## config.mk

```make
export PLATFORM = sky130hd
export DESIGN_NAME = ex_stage
export DESIGN_NICKNAME = d
export VERILOG_FILES = /design/src/rtl/ex_stage.sv
export SDC_FILE = /design/constraint.sdc
export NUM_CORES = 1
export LEC_CHECK = 0
export ABC_AREA = 1
export CORE_MARGIN = 5
export CORE_UTILIZATION = 33
export DETAILED_ROUTE_END_ITERATION = 10
export PLACE_DENSITY_LB_ADDON = 0.08
export SKIP_LAST_GASP = 1
export SLEW_MARGIN = 20
export SYNTH_ARGS = -nofsm -noshare
export SYNTH_HDL_FRONTEND = slang
export SYNTH_SLANG_ARGS = --single-unit
```

## constraint.sdc

```tcl
create_clock -name vclk -period 4.58
set_input_delay 0.458 -clock vclk [all_inputs]
set_output_delay 0.458 -clock vclk [all_outputs]
set_load 0.05 [all_outputs]
```

## src/rtl/ex_stage.sv

```systemverilog
// ex_stage: execute stage (logic/shift/arith in one cycle); define EX_DIV_EN for the iterative restoring divider
module ex_stage #(
   parameter int DW    = 32,
   parameter int CNT_W = 6
) (
   input  logic          clk,
   input  logic          rst,
   input  logic [6:0]    ex_aluop,
   input  logic [2:0]    ex_alusel,
   input  logic [6:0]    ex_alusel2,
   input  logic [DW-1:0] ex_reg1,
   input  logic [DW-1:0] ex_reg2,
   input  logic [4:0]    ex_wd,
   input  logic          ex_wreg,
   input  logic          ex_flush,
   output logic [4:0]    ex_wd_o,
   output logic          ex_wreg_o,
   output logic [DW-1:0] ex_wdata_o,
   output logic          ex_stallreq
);
   localparam logic [2:0] SEL_LOGIC = 3'd1, SEL_SHIFT = 3'd2, SEL_ARITH = 3'd3, SEL_DIV = 3'd4;
   logic [$clog2(DW)-1:0] sh;
   logic [DW-1:0] logic_res, shift_res, arith_res, sra_res, res;
   logic op_ok;
   assign op_ok = ex_aluop < 7'd4;
   assign sh = ex_reg2[$clog2(DW)-1:0];
   assign sra_res = $signed(ex_reg1) >>> sh;
   // single-cycle unit results, undefined op codes give zero
   always_comb begin
      logic_res = ex_aluop == 7'd0 ? ex_reg1 & ex_reg2 :
                  ex_aluop == 7'd1 ? ex_reg1 | ex_reg2 :
                  ex_aluop == 7'd2 ? ex_reg1 ^ ex_reg2 :
                  ex_aluop == 7'd3 ? ~(ex_reg1 | ex_reg2) : '0;
      shift_res = ex_aluop == 7'd0 ? ex_reg1 << sh :
                  ex_aluop == 7'd1 ? ex_reg1 >> sh :
                  ex_aluop == 7'd2 ? sra_res : '0;
      arith_res = ex_aluop == 7'd0 ? ex_reg1 + ex_reg2 :
                  ex_aluop == 7'd1 ? ex_reg1 - ex_reg2 :
                  ex_aluop == 7'd2 ? {{(DW-1){1'b0}}, $signed(ex_reg1) < $signed(ex_reg2)} :
                  ex_aluop == 7'd3 ? {{(DW-1){1'b0}}, ex_reg1 < ex_reg2} : '0;
      res = ex_alusel == SEL_LOGIC ? logic_res :
            ex_alusel == SEL_SHIFT ? shift_res :
            ex_alusel == SEL_ARITH ? arith_res : '0;
   end
`ifdef EX_DIV_EN
   localparam logic [1:0] IDLE = 2'd0, BUSY = 2'd1, DONE = 2'd2;
   localparam logic [DW-1:0] MSB = {1'b1, {(DW-1){1'b0}}};
   logic [1:0] state;
   logic [CNT_W-1:0] cnt;
   logic [DW-1:0] quo, rem, dvs, a_abs, b_abs, q_fix, r_fix, sp_res;
   logic [DW:0] trial;
   logic neg_q, neg_r, is_rem, is_div, sgn, ovf, dz, start;
   logic unused_in;
   assign unused_in = ^ex_alusel2;
   assign is_div = ex_alusel == SEL_DIV && op_ok;
   assign sgn = ~ex_aluop[0];
   assign dz = ex_reg2 == '0;
   assign ovf = sgn && ex_reg1 == MSB && &ex_reg2;
   assign start = state == IDLE && is_div && !dz && !ovf && !ex_flush;
   assign a_abs = sgn && ex_reg1[DW-1] ? -ex_reg1 : ex_reg1;
   assign b_abs = sgn && ex_reg2[DW-1] ? -ex_reg2 : ex_reg2;
   assign trial = {rem, quo[DW-1]} - {1'b0, dvs};
   assign q_fix = neg_q ? -quo : quo;
   assign r_fix = neg_r ? -rem : rem;
   assign sp_res = dz ? (ex_aluop[1] ? ex_reg1 : '1) : ovf ? (ex_aluop[1] ? '0 : MSB) : '0;
   // divider FSM: latch magnitudes on start, one restoring step per BUSY cycle
   always_ff @(posedge clk or posedge rst)
      if (rst) begin
         state  <= IDLE;
         cnt    <= '0;
         quo    <= '0;
         rem    <= '0;
         dvs    <= '0;
         neg_q  <= 1'b0;
         neg_r  <= 1'b0;
         is_rem <= 1'b0;
      end else if (state != IDLE && ex_flush) state <= IDLE;
      else if (start) begin
         state  <= BUSY;
         cnt    <= '0;
         quo    <= a_abs;
         rem    <= '0;
         dvs    <= b_abs;
         neg_q  <= sgn && (ex_reg1[DW-1] ^ ex_reg2[DW-1]);
         neg_r  <= sgn && ex_reg1[DW-1];
         is_rem <= ex_aluop[1];
      end else if (state == BUSY) begin
         cnt <= cnt + 1'b1;
         quo <= {quo[DW-2:0], ~trial[DW]};
         rem <= trial[DW] ? {rem[DW-2:0], quo[DW-1]} : trial[DW-1:0];
         if (cnt == CNT_W'(DW - 1)) state <= DONE;
      end else if (state == DONE) state <= IDLE;
   // output mux: stall while dividing, signed result in DONE, zeros while in reset
   always_comb begin
      ex_wd_o     = ex_wd;
      ex_wreg_o   = ex_wreg && !ex_flush;
      ex_stallreq = 1'b0;
      ex_wdata_o  = res;
      if (state == BUSY) begin
         ex_stallreq = !ex_flush;
         ex_wreg_o   = 1'b0;
         ex_wdata_o  = '0;
      end else if (state == DONE) ex_wdata_o = is_rem ? r_fix : q_fix;
      else if (start) begin
         ex_stallreq = 1'b1;
         ex_wreg_o   = 1'b0;
         ex_wdata_o  = '0;
      end else if (ex_alusel == SEL_DIV) ex_wdata_o = is_div ? sp_res : '0;
      if (rst) begin
         ex_wd_o     = '0;
         ex_wreg_o   = 1'b0;
         ex_wdata_o  = '0;
         ex_stallreq = 1'b0;
      end
   end
`else
   logic unused_in;
   assign unused_in = ^{ex_alusel2, clk, op_ok};
   // no divider: DIV retires immediately without writing back
   always_comb begin
      ex_wd_o     = rst ? 5'd0 : ex_wd;
      ex_wreg_o   = !rst && ex_wreg && !ex_flush && ex_alusel != SEL_DIV;
      ex_wdata_o  = rst || ex_alusel == SEL_DIV ? '0 : res;
      ex_stallreq = 1'b0;
   end
`endif
endmodule

```

======== Yosys cells after proc, flatten, opt, wreduce, memory -nomap -nowiden ========
Cells that the tools add are included.
storage, ports and cells
  flip-flop bits (word level) ............. 0
  input bits .............................. 90
  output and inout bits ................... 39
  logic and storage cells ................. 42
cells by class
  add/subtract/negate cells ............... 2
  $lt $le $gt $ge ......................... 2
  equal/unequal tests ..................... 8
  shift-type cells ........................ 3
  multiplexer cells ....................... 16
  bitwise logic cells ..................... 4
  reductions and logical operators ........ 7
operators by type and width
  kind                number
  $mux 32             13
  $lt 32x32->1        2
  $add 32x32->32      1
  $and 32x32->32      1
  $not 32->32         1
  $or 32x32->32       1
  $shl 32x5->32       1
  $shr 32x5->32       1
  $sshr 32x5->32      1
  $sub 32x32->32      1
  $xor 32x32->32      1
  $eq 7x2->1 const B  2
  $eq 7x1->1 const B  1
  $logic_not 7->1     1
  $eq 3x2->1 const B  2
  $mux 5              1
  $eq 3x1->1 const B  1
  $eq 3x3->1 const B  1
  $logic_and 1x1->1   3
  $ne 3x3->1 const B  1
  $logic_not 1->1     2
  $mux 1              2
  $logic_or 1x1->1    1

======== Logic depth before layout (Yosys ltp) ========
Gate-level depths: netlist of the first run.
  word-level depth ........................ 9
  mapped depth ............................ 21
  mapped depth without buffers ............ 18

======== Worst setup path after synthesis of the first run ========
OpenSTA, ideal clock, no wires.
  path type ............................... input -> output
  start ................................... in ex_reg2[3]
  end ..................................... out ex_wdata_o[0]
  data arrival time ....................... 3.240 ns
  data required time ...................... 4.122 ns
  setup slack ............................. 0.882 ns
  stages on the path ...................... 18
  path buffers ............................ 3
  cells stage by stage .................... inv_1 > clkbuf_1 > clkbuf_1 > ha_1 > buf_4 > nor2_1 > nand2_1 > nand2_1 > nand3_1 > nand2_1 > nand2_1 > nand2_1 > nand2_1 > nand3_1 > nand3_1 > nand2_1 > nand2_1 > a21oi_1
between the ends
  longest elaborated chain between the ends .. 9
  elaborated cells between the ends (all ways) .. 16
  those cells by class .................... order compare (2); shift (3); mux (11)
RTL lines
  what          RTL line  RTL
  from (decl)   12        input logic [DW-1:0] ex_reg2,
  $lt 32x32->1  40        ex_aluop == 7'd3 ? {{(DW-1){1'b0}}, ex_reg1 < ex_reg2} : '0;
  $mux 1        40
  $mux 1        39        ex_aluop == 7'd2 ? {{(DW-1){1'b0}}, $signed(ex_reg1) < $signed(ex_reg2)} :
  $mux 32       38        ex_aluop == 7'd1 ? ex_reg1 - ex_reg2 :
  $mux 32       37        arith_res = ex_aluop == 7'd0 ? ex_reg1 + ex_reg2 :
  $mux 32       43        ex_alusel == SEL_ARITH ? arith_res : '0;
  $mux 32 (*)   42        ex_alusel == SEL_SHIFT ? shift_res :
  $mux 32 (*)   41        res = ex_alusel == SEL_LOGIC ? logic_res :
  $mux 32 (*)   123       ex_wdata_o = rst || ex_alusel == SEL_DIV ? '0 : res;
  to (decl)     18        output logic [DW-1:0] ex_wdata_o,
Mark *: on every way between the ends. The rest lies on a longest branch, timed or not.

======== Worst setup path in the final report of the first run ========
  start ................................... in ex_reg1[3]
  end ..................................... out ex_wdata_o[0]
between the ends
  longest elaborated chain between the ends .. 9
  elaborated cells between the ends (all ways) .. 16
  those cells by class .................... order compare (2); shift (3); mux (11)
RTL lines
  what          RTL line  RTL
  from (decl)   11        input logic [DW-1:0] ex_reg1,
  $lt 32x32->1  40
  $mux 1        40
  $mux 1        39
  $mux 32       38
  $mux 32       37
  $mux 32       43
  $mux 32 (*)   42
  $mux 32 (*)   41
  $mux 32 (*)   123
Marked as above.

==> metrics.md, run 1 <==
| Metric | Value |
|---|---|
| Status | finished, final reports clean |
| Critical path capture point type | primary output |
| Core area | 33500 um2 |
| Max Slew Vio Count | 0 |
| Worst min path class | in2out |
| Worst Path Arrival | 3.71 ns |
| Fmax | between 200 and 250 MHz |
| Grt ovf | 0 |
| Layout clock buffers | 0 |
| NetSw | approximately 0.00094 W |
| # DRC | 0 |
| Final net count | 2606 |
| Synth-to-layout area growth | 17.3% |
| Final Hold Viols | 0 |
| PortBufs | 120 |
| Post-DP HPWL | ~51 mm |
| Seq/Total Area, Yosys | 0 |
| Power per Cell Area | 104 nW/um2 |
| Reg power frac | 0 |
| Most frequent cells in the layout | nand2_1, nand3_1, inv_1, nor2_1, a21oi_1 |
| Yosys cell types | 43 |
| Worst Tran Pin Value | ~0.9 ns |
| CP max FO | 8 |
| Final TNS setup | 0 ns |
| First-pass DRT Iterations | 6 |
| Ant diodes | 0 |
| Largest net degree at the start of global routing | 70 |
| Sw frac | 0.689 |
| Startpoint types | input pin |
| Commonest non-fill, non-tap cell in the layout | nand2_1 |
| Initial antenna violation count | 1 |
| Die width | approximately 190 um |
| Relative slew margins | 0.404 |
| Post-CTS Setup Bufs | 0 |
| Max VDD drop | around 69 uV |
| Total power | around 0.0014 W |
| Via density | roughly 5.6 |
| Core Util, Final | 0.393 |
| Worst hold stages | 7 |
| Die height | 194 um |
| WS Path Type | in2out |
| Placed cells | about 2.9k |
| Endpoints failing setup | 0 |
| DRT iter0 DRCs | around 1.7k |
| Post-Syn Area | approximately 11000 um2 |
| Die area | roughly 38000 um2 |
| FF+latch count | 0 |
| Unrepaired setup endpoints after global routing | no |
| Synth warn | 0 |
| Syn nets | approximately 2.5k |
| Leakage | 7.06 nW |
| Final Instance Count excl. Fillers | 2863 |
| Final period util | 0.910 |
| Routed vias | around 16k |
| Layout cell share with drive strength beyond 1 | 0.0559 |
| Hold_buf cts | 0 |
| Tmin final | ~4.2 ns |
| DRT Wirelength | 63.0 mm |
| First-pass GRT wire length | between 90 and 100 mm |
| Fill cells | 3989 |
| Post_cts resized | 0 |
| GP Congestion | 0.960 |
| Ports | ~130 |
| GRT Util Overall | 0.314 |
| Row count | 67 |
| CP required | between 4 and 5 ns |
| Number of max-cap violations | 0 |
| Logic pwr share | 1.000 |
| Clock power frac | 0 |
| Mapped Cells | 2349 |
| Avg Inst Size Synth | 4.78 um2 |
| Worst hold path endpoint | ex_wdata_o[3] |
| Post-route ant nets | 0 |
| Register area | 0 um2 |
| Initial Util | 0.335 |
| Routed length per instance | about 22 um |
| Vias in the first global route | approximately 15k |
| Pint | about 0.00043 W |
| Hold path start | ex_reg2[3] |
==> cells by family (layout without fill, tap and decap cells) <==
logic type               count (synthesis)  in the layout  synth area share
buffers and inverters                  432            498             0.162
adder cells (fa/ha/maj)                 99             99             0.112
AO/OA/AOI/OAI                          402            402             0.195
AND/OR/NAND/NOR                       1410           1410             0.527
other                                    1              1          0.000334
XOR/XNOR                                 5              5           0.00390
==> cell usage after synthesis (4+ instances only) <==
cell type / instances / share of area
nand2_1: 806 / 0.27
nand3_1: 350 / 0.16
inv_1: 297 / 0.099
nor2_1: 187 / 0.062
a21oi_1: 165 / 0.074
o21ai_0: 137 / 0.061
ha_1: 97 / 0.11
buf_2: 49 / 0.022
clkbuf_1: 31 / 0.010
o21ai_1: 28 / 0.012
o211ai_1: 27 / 0.018
nand4_1: 21 / 0.012
nor3_1: 16 / 0.0071
buf_1: 14 / 0.0047
o21bai_1: 13 / 0.0087
and2_1: 12 / 0.0067
buf_4: 11 / 0.0074
buf_6: 11 / 0.011
inv_2: 10 / 0.0033
o221ai_1: 10 / 0.0078
a31oi_1: 6 / 0.0033
o22ai_1: 6 / 0.0033
clkbuf_2: 5 / 0.0022
o21a_1: 5 / 0.0033
xor2_1: 5 / 0.0039
nor3_2: 4 / 0.0036
==> worst max path at each step <==
stage                      startpoint  slack (ns)  depth (start not counted)              to
after floorplan            ex_reg2[3]        0.88                         18   ex_wdata_o[0]
after global placement    ex_reg2[19]        0.56                         16   ex_wdata_o[0]
after detailed placement   ex_reg1[8]        0.51                         14  ex_wdata_o[20]
after CTS                  ex_reg1[8]        0.52                         14  ex_wdata_o[20]
after global routing       ex_reg1[3]        0.31                         17   ex_wdata_o[0]
final                      ex_reg1[3]        0.41                         17   ex_wdata_o[0]
==> critical path, stage by stage <==
cell and delay [ns]:
clkdlybuf4s50_1 0.59, inv_1 0.09, ha_1 0.43, nor2_1 0.34, nand2_1 0.12, nand2_1 0.18, nand3_1 0.11, nand2_1 0.18
nand2_1 0.10, nand2_1 0.09, nand2_1 0.13, nand3_1 0.10, nand3_1 0.10, nand2_1 0.09, nand2_1 0.05, a21oi_1 0.35
buf_12 0.20
==> metrics by stage <==
step                area, um2  hold slack [ns]  setup slack [ns]
global route            13200             1.80             0.314
global placement        13200             1.72             0.557
finish                  13200             1.74             0.414
detailed placement      13200             1.74             0.515
CTS                     13200             1.73             0.517
floorplan               11200             1.09             0.882
==> metal layers <==
layer / up-vias / share of wire / global-route usage
met1: 7560 / 0.43 / 0.435
met4: 0 / 0.037 / 0.0924
met5: - / 0 / 0
li1: 7717 / - / -
met3: 116 / 0.077 / 0.0244
met2: 746 / 0.45 / 0.522
==> cell type report <==
cell class	count	area, um2	area share
Multi-Input combinational cell	1917	9440	0.717
Timing Repair Buffer	187	2000	0.152
Inverter	311	1170	0.0888
Tap cell	448	561	0.0425
==> power groups by stage <==
| stage | sequential, W | clock, W | combinational [W] |
|---|---|---|---|
| final | 0 | 0 | 0.00137 |
| after detailed placement | 0 | 0 | 0.00133 |
| after floorplan | 0 | 0 | 0.000835 |
| after global placement | 0 | 0 | 0.00133 |
| after global routing | 0 | 0 | 0.00149 |
| after CTS | 0 | 0 | 0.00134 |
(Power assumes the default switching activity.)
==> inputs of run 2 (changes only) <==
==> constraint.sdc (replaced) <==
create_clock -name vclk -period 3.4
set_input_delay 0.34 -clock vclk [all_inputs]
set_output_delay 0.34 -clock vclk [all_outputs]
set_load 0.05 [all_outputs]
==> run 2 against run 1 <==
  * Non-clock buffer count up 237
  * Hold slack worse by 0.39 ns
  * Via count is 5.6% higher
  * First-iteration DRC count is 7.4% higher
  * Critical path type unchanged
  * Critical endpoint is now ex_wdata_o[30]
==> metrics.md, run 2 (synthesis results as in run 1) <==
| Metric | Value |
|---|---|
| FF+latch count | 0 |
| Leakage | 8.38 nW |
| Final TNS setup | 0 ns |
| GP Congestion | ~1 |
| Initial Util | 0.335 |
| Vias in the first global route | between 15k and 20k |
| Worst Path Arrival | 2.98 ns |
| Tmin final | 3.32 ns |
| Initial antenna violation count | 1 |
| Unrepaired setup endpoints after global routing | yes |
| Die area | approximately 38000 um2 |
| Fill cells | 3837 |
| Fmax | 301 MHz |
| Most frequent cells in the layout | nand2_1, nand3_1, buf_4, inv_1, nor2_1 |
| Placed Area | 15100 um2 |
| Row count | 67 |
| Die width | between 150 and 200 um |
| Hold path start | ex_wreg |
| Endpoints failing setup | 0 |
| Post-route ant nets | 0 |
| Fin area | between 15000 and 20000 um2 |
| GRT Util Overall | 0.332 |
| Status | finished, final reports clean |
| Register area | 0 um2 |
| Layout cell share with drive strength beyond 1 | 0.192 |
| Relative slew margins | 0.529 |
| Placed cells | around 3.1k |
| Worst Tran Pin Value | ~0.71 ns |
| Post-DP HPWL | 54.7 mm |
| Worst hold path endpoint | ex_wreg_o |
| Ports | around 130 |
| Max VDD drop | approximately 150 uV |
| CP required | ~3.1 ns |
| Layout clock buffers | 0 |
| WS Path Type | in2out |
| Routed length per instance | 21.6 um |
| Critical path capture point type | primary output |
| Grt ovf | 0 |
| Die height | roughly 200 um |
| Largest net degree at the start of global routing | 65 |
| First-pass GRT wire length | roughly 98 mm |
| Commonest non-fill, non-tap cell in the layout | nand2_1 |
| Number of max-cap violations | 0 |
| Final Hold Viols | 0 |
| # DRC | 0 |
| DRT Wirelength | ~67 mm |
| DRT iter0 DRCs | around 1.8k |
| Synth-to-layout area growth | 40.1% |
| First-pass DRT Iterations | 5 |
| Max Slew Vio Count | 0 |
| Final period util | 0.976 |
| PortBufs | 120 |
| Via density | roughly 5.5 |
| Routed vias | 17.0k |
| CP max FO | 6 |
| Power per Cell Area | ~150 nW/um2 |
| Worst hold stages | 4 |
| Startpoint types | input pin |
| Worst min path class | in2out |
| Ant diodes | 0 |
| Final Instance Count excl. Fillers | 3100 |
| Final net count | about 2.8k |
| Hold_buf cts | 0 |
| Core area | around 34000 um2 |
==> run 2: cell count changes in the layout (fill, tap and decap cells not counted), sizes merged <==
| cell | delta |
|---|---|
| clkdlybuf4s50 | -13 |
| dlygate4sd2 | +4 |
| inv | -1 |
| clkinvlp | +1 |
| buf | +238 |
| dlymetal6s2s | +8 |
==> run 2: area by class of cell <==
cell class | count | area [um2] | area share
tap | 448 | 561 | 0.0356
timing repair buffer | 424 | 3950 | 0.251
multi-input combinational | 1917 | 10000 | 0.638
inverter | 311 | 1180 | 0.0748
==> run 2: critical path: stages <==
cell             delay [ns]
clkdlybuf4s50_1        0.56
inv_1                  0.11
ha_4                   0.32
buf_4                  0.13
inv_1                  0.05
a21oi_1                0.16
nand2_1                0.17
inv_1                  0.09
nand2_1                0.08
a21oi_1                0.17
nand2_1                0.07
nand2_1                0.06
nand3_1                0.08
nand2_2                0.10
nand2_1                0.08
a21oi_2                0.23
buf_12                 0.16
==> run 2: how the worst max path moves through the flow <==
stage,start,to,slack [ns],cells after the start
3_3_place_gp,ex_reg1[18],ex_wdata_o[24],-0.26,16
4_1_cts,ex_reg1[7],ex_wdata_o[28],0.005,14
2_1_floorplan,ex_reg2[3],ex_wdata_o[30],0.007,16
3_5_place_dp,ex_reg1[0],ex_wdata_o[30],-0.24,17
6_report,ex_reg1[21],ex_wdata_o[30],0.08,17
5_1_grt,ex_reg2[14],ex_wdata_o[27],-0.05,16
==> run 2: power breakdown <==
group / internal (W) / switching (W) / total (W) / leakage, nW
clock network: 0 / 0 / 0 / 0
registers: 0 / 0 / 0 / 0
logic: 0.000884 / 0.00140 / 0.00229 / 8.38
total: 0.000884 / 0.00140 / 0.00229 / 8.38
==> run 2: what timing repair did <==
item / CTS / global route
setup buffers: 0 / 2
pin swaps: 4 / 22
gates resized for setup: 45 / 129
cloned: 0 / 0
endpoints found under the setup margin: 22 / 27
==> run 2: routing by layer <==
metal / routed length (um) / global-route usage
met5: 0 / 0
met4: 2820 / 0.111
met3: 5360 / 0.0265
met2: 29800 / 0.543
met1: 29000 / 0.462
==> run 2: stage by stage <==
| step | util | hold slack [ns] | total power, W | setup WS, ns |
|---|---|---|---|---|
| 2_1_floorplan | - | 0.856 | 0.00113 | 0.00737 |
| 5_1_grt | 0.469 | 1.36 | 0.00246 | -0.0507 |
| 4_1_cts | 0.455 | 1.35 | 0.00215 | 0.00453 |
| 3_3_place_gp | 0.450 | 1.35 | 0.00211 | -0.257 |
| 6_report | 0.469 | 1.35 | 0.00229 | 0.0818 |
| 3_5_place_dp | 0.450 | 1.35 | 0.00211 | -0.239 |
